`src/rtl/wide_add_sequencer.sv`:
```
// Multi-cycle W = N*WORDS bit adder that reuses one N-bit carry-skip adder
// over WORDS chunks (LSB first) and chains the carry through a register.

module carry_skip_adder #(
  parameter int N          = 8,
  parameter int BLOCK_SIZE = 4
) (
  input  logic [N-1:0] a_i,
  input  logic [N-1:0] b_i,
  input  logic         cin_i,
  output logic [N-1:0] sum_o,
  output logic         cout_o
);
  localparam int NB = N / BLOCK_SIZE;

  logic [NB-1:0] blk_p;
  logic [N-1:0]  s;
  logic          c_out;

  for (genvar gi = 0; gi < NB; gi++) begin : g_prop
    assign blk_p[gi] = &(a_i[gi*BLOCK_SIZE +: BLOCK_SIZE] ^ b_i[gi*BLOCK_SIZE +: BLOCK_SIZE]);
  end

  // Ripple inside each block; a fully propagating block passes its carry-in straight through.
  always_comb begin
    logic c;
    logic bc;
    s     = '0;
    c     = cin_i;
    bc    = cin_i;
    for (int k = 0; k < NB; k++) begin
      bc = c;
      for (int j = 0; j < BLOCK_SIZE; j++) begin
        s[k*BLOCK_SIZE+j] = a_i[k*BLOCK_SIZE+j] ^ b_i[k*BLOCK_SIZE+j] ^ c;
        c = (a_i[k*BLOCK_SIZE+j] & b_i[k*BLOCK_SIZE+j]) |
            ((a_i[k*BLOCK_SIZE+j] ^ b_i[k*BLOCK_SIZE+j]) & c);
      end
      c = blk_p[k] ? bc : c;
    end
    c_out = c;
  end

  assign sum_o  = s;
  assign cout_o = c_out;
endmodule

module wide_add_sequencer #(
  parameter int N          = 8,
  parameter int BLOCK_SIZE = 4,
  parameter int WORDS      = 4
) (
  input  logic               clk,
  input  logic               rst_n,
  input  logic               in_valid,
  output logic               in_ready,
  input  logic [N*WORDS-1:0] a,
  input  logic [N*WORDS-1:0] b,
  input  logic               cin,
  output logic               out_valid,
  input  logic               out_ready,
  output logic [N*WORDS-1:0] sum,
  output logic               cout,
  output logic               ovf,
  output logic               busy
);
  localparam int W    = N * WORDS;
  localparam int IDXW = (WORDS > 1) ? $clog2(WORDS) : 1;

  typedef enum logic [1:0] {IDLE, RUN, DONE} state_t;

  state_t          state_q, state_d;
  logic [W-1:0]    a_q, b_q, sum_q;
  logic [IDXW-1:0] idx_q;
  logic            carry_q, cout_q, ovf_q;

  logic [N-1:0]    a_words [WORDS];
  logic [N-1:0]    b_words [WORDS];
  logic [N-1:0]    a_chunk, b_chunk, add_sum;
  logic            add_cout;
  logic            last_chunk;

  for (genvar gi = 0; gi < WORDS; gi++) begin : g_words
    assign a_words[gi] = a_q[gi*N +: N];
    assign b_words[gi] = b_q[gi*N +: N];
  end

  assign a_chunk    = a_words[idx_q];
  assign b_chunk    = b_words[idx_q];
  assign last_chunk = (idx_q == IDXW'(WORDS - 1));

  carry_skip_adder #(
    .N          (N),
    .BLOCK_SIZE (BLOCK_SIZE)
  ) u_adder (
    .a_i    (a_chunk),
    .b_i    (b_chunk),
    .cin_i  (carry_q),
    .sum_o  (add_sum),
    .cout_o (add_cout)
  );

  always_ff @(posedge clk or negedge rst_n) begin
    if (!rst_n) state_q <= IDLE;
    else        state_q <= state_d;
  end

  always_comb begin
    state_d   = state_q;
    in_ready  = 1'b0;
    out_valid = 1'b0;
    busy      = 1'b1;
    case (state_q)
      IDLE: begin
        in_ready = 1'b1;
        busy     = 1'b0;
        if (in_valid) state_d = RUN;
      end
      RUN: begin
        if (last_chunk) state_d = DONE;
      end
      DONE: begin
        out_valid = 1'b1;
        if (out_ready) state_d = IDLE;
      end
      default: state_d = IDLE;
    endcase
  end

  always_ff @(posedge clk or negedge rst_n) begin
    if (!rst_n) begin
      a_q     <= '0;
      b_q     <= '0;
      sum_q   <= '0;
      idx_q   <= '0;
      carry_q <= 1'b0;
      cout_q  <= 1'b0;
      ovf_q   <= 1'b0;
    end else begin
      case (state_q)
        IDLE: begin
          if (in_valid) begin
            a_q     <= a;
            b_q     <= b;
            carry_q <= cin;
            idx_q   <= '0;
          end
        end
        RUN: begin
          for (int k = 0; k < WORDS; k++) begin
            if (idx_q == IDXW'(k)) sum_q[k*N +: N] <= add_sum;
          end
          carry_q <= add_cout;
          idx_q   <= idx_q + 1'b1;
          // Signed overflow: equal operand signs but a differing result sign.
          if (last_chunk) begin
            cout_q <= add_cout;
            ovf_q  <= (a_q[W-1] == b_q[W-1]) && (add_sum[N-1] != a_q[W-1]);
          end
        end
        default: ;
      endcase
    end
  end

  assign sum  = sum_q;
  assign cout = cout_q;
  assign ovf  = ovf_q;
endmodule

```
`config.mk`:
```
export PLATFORM = sky130hd
export DESIGN_NAME = wide_add_sequencer
export DESIGN_NICKNAME = d
export VERILOG_FILES = /design/src/rtl/wide_add_sequencer.sv
export SDC_FILE = /design/constraint.sdc
export NUM_CORES = 1
export LEC_CHECK = 0
export ABC_AREA = 1
export CORE_MARGIN = 3
export CORE_UTILIZATION = 45
export DETAILED_ROUTE_END_ITERATION = 12
export GPL_TIMING_DRIVEN = 0
export PLACE_DENSITY = 0.8
export RECOVER_POWER = 25
export SYNTH_ARGS = -nofsm -noshare
export SYNTH_HDL_FRONTEND = slang
export SYNTH_SLANG_ARGS = --single-unit
```
`constraint.sdc`:
```
create_clock -name clk -period 6.8 [get_ports clk]
set_input_delay 1.36 -clock clk [delete_from_list [all_inputs] [get_ports clk]]
set_output_delay 1.36 -clock clk [all_outputs]
set_load 0.005 [all_outputs]
```
==> impl_metrics.yaml <==
floorplan:
  die_w_um: 109
  die-area_um2: 11900
  initial_core_util_pct: 47.5
  ios: 106
  die_h_um: 109
  core_um2: 10000
  rows: 36
yosys:
  syn_nets: 502
  async_flop_share_pct: 100
  syn_avg_cell_area_um2: 11.6
  seq_area_frac_synth_pct: 54.0
  yosysWarnings: 0
  synth-seq-cells: 103
  yosys.cell_count.top_type: "dfrtp_1"
  synth_area_um2: 4770
  synth_top_area_share_pct: 54.0
  yosys.area.top_type: "dfrtp_1"
  synth_cell_types: 21
  netlist_instances: 413
  yosys-top-cells-count: "dfrtp_1 (103), o21ai_0 (64), nand2_1 (62)"
  synthFlopType: "dfrtp_1"
  synth_edf_count: 0
  synth_area_leaders: "dfrtp_1 (54%), mux2_2 (8.5%), mux2_4 (8.5%)"
detailed_routing:
  drtIter0Drc: 207
  totalWireLength_um: 11400
  ant_nets: 0
  vias: 3559
  wl_met3_um: 613
  vias_per_cell: 5.33
  drc: 0
  drt-met1-wl_um: 4880
  wl_per_cell_um: 17.0
  dr_wl_met2_um: 5660
  firstDrtPassIters: 5
  top_layer: "met4"
cts:
  insertion_delay_ps: 370
  post_cts_buffers: 0
  clkSinkCount: 103
  clk_pin_slew_ps: 110
  cts_root_buffer: "clkbuf_8"
  hold_buffers: 0
  htree_levels: 3
  cts_buffers: 9
  cts.repair.resized: 0
  cts_tree: "built"
  clock_path_buffers: 2
grt:
  grt_max_degree: 58
  gr-total-overflow: 0
  grt_pass1_wl_um: 18500
  antenna_found_initial: 0
  grt_pass1_vias: 3656
  grt.total_usage_pct: 20.2
sta:
  worst_slew_pin_slew_ps: 2640
  fmax_ghz: 0.186
  drv_slew: 47
  fin_crit_sh_pct: 79.2
  tns_ps: 0
  skew_ps: 16.6
  finalSetupViolCount: 0
  rsz0062_at_grt: "false"
  finalHoldViolations: 0
  slew_headroom_pct: -76.2
  period_needed_ps: 5390
worst_setup_path:
  path_class: "flop to flop"
  critPathCaptureType: "flop"
  rr_startpoint: "idx_q[0]"
  reg2reg_to: "ovf"
  path_max_fanout: 10
  crit_arrival_ps: 5690
  ff2ff_setup_slack_ps: 1410
  required_ps: 7100
  critPathLaunchType: "flop"
  r2r_cells: 21
outcome:
  violations: "max-capacitance violations, max-slew violations"
  status: "complete, but fails checks"
place:
  io_buffers: 105
  gp_congestion: 0.816
  dp_hpwl_um: 8610
layout:
  drive_gt1_share_pct: 17.9
  final_nets: 619
  num_antenna_cells: 0
  fin_util_pct: 62.3
  syn_to_final_growth_pct: 31.1
power_and_ir_drop:
  ir_drop_mv: 0.233
  powerDensity_nw_per_um2: 551
  power_leakage_nw: 2.83
hold_path:
  hold_start: "sum[23]"
  hold_path_class: "flop to flop"
  holdPathEnd: "sum[23]"
  hold_depth: 2
flow_run:
  drv_cap: 1
-- cell type report --
type                    count  area [um^2]
multi-input cells         267         1970
plain buffers              21          145
clock inverters             7          120
repair buffers            106         1070
inverters                  22         82.6
fillers                   817         3790
clock buffers               9          124
well taps                 133          166
flip-flops and latches    103         2580
-- placed cells by master (no fill, tap or decap), types with 3 or more instances in the layout --
cell,netlist,layout
a21oi_1,6,6
a32oi_1,4,4
buf_2,5,5
buf_6,8,8
bufinv_16,0,3
clkbuf_1,8,9
clkbuf_8,0,9
clkdlybuf4s50_1,0,104
dfrtp_1,103,103
fa_1,8,8
ha_1,12,12
inv_1,20,20
mux2_2,36,36
mux2_4,27,27
nand2_1,62,62
nand3_1,4,4
nor2_1,29,29
o21ai_0,64,64
o22ai_1,12,12
-- how the worst max path moves through the flow --
stage,end,from
final,ovf,idx_q[0]
after global routing,ovf,idx_q[0]
after CTS,ovf,idx_q[0]
after detailed placement,ovf,idx_q[0]
after global placement,b_q[8],rst_n
after floorplan,ovf,idx_q[0]
-- state kept, by name, indices dropped and copies added (netlist names) --
register  count
idx_q         2
cout          1
ovf           1
b_q          32
carry_q       1
a_q          32
state_q       2
sum          32
-- worst max-delay path, stage by stage, from the launching register on --
cell and delay [ps]:
dfrtp_1 400, clkbuf_1 280, clkinv_1 280, buf_2 270, nand2_1 80, a32oi_1 90, inv_1 120, fa_1 160
inv_1 50, fa_1 380, fa_1 420, fa_1 380, o21ai_0 110, nand2_1 120, fa_1 410, fa_1 390
fa_1 370, inv_1 70, fa_1 540, o21ai_0 200, nand2_1 60, o21ai_0 150
-- where the power goes --
part / switching (mW) / internal, mW
combinational: 1.02 / 0.852
clock: 0.211 / 0.246
sequential: 0.190 / 0.926
-- per-layer routing --
| layer | track usage [%] | vias up |
|---|---|---|
| met4 | 6.58 | 0 |
| met5 | 0 | - |
| met1 | 26.9 | 1775 |
| met3 | 3.14 | 24 |
| met2 | 33.9 | 137 |
| li1 | - | 1623 |
-- metrics by stage --
step | hold slack, ps | worst slack, ps | power, mW | area (um^2) | instances
finish | 497 | 1410 | 3.44 | 6260 | 668
global route | 510 | 1050 | 3.73 | 6260 | 668
CTS | 502 | 1460 | 3.46 | 6260 | 668
detailed placement | 476 | 1490 | 2.98 | 6020 | 652
global placement | 467 | 705 | 2.89 | 5990 | 651
floorplan | 472 | 2160 | 2.24 | 4770 | 413
-- logic make-up (layout without fill, tap and decap cells) --
| logic type | count (synthesis) | after routing | synth area share [%] |
|---|---|---|---|
| simple gates | 97 | 97 | 7.94 |
| mux | 63 | 63 | 17.0 |
| compound gates | 87 | 87 | 9.80 |
| buf+inv | 43 | 165 | 4.77 |
| fa+ha+maj | 20 | 20 | 6.50 |
| flops | 103 | 103 | 54.0 |
Power figures use the tool's default switching activity.
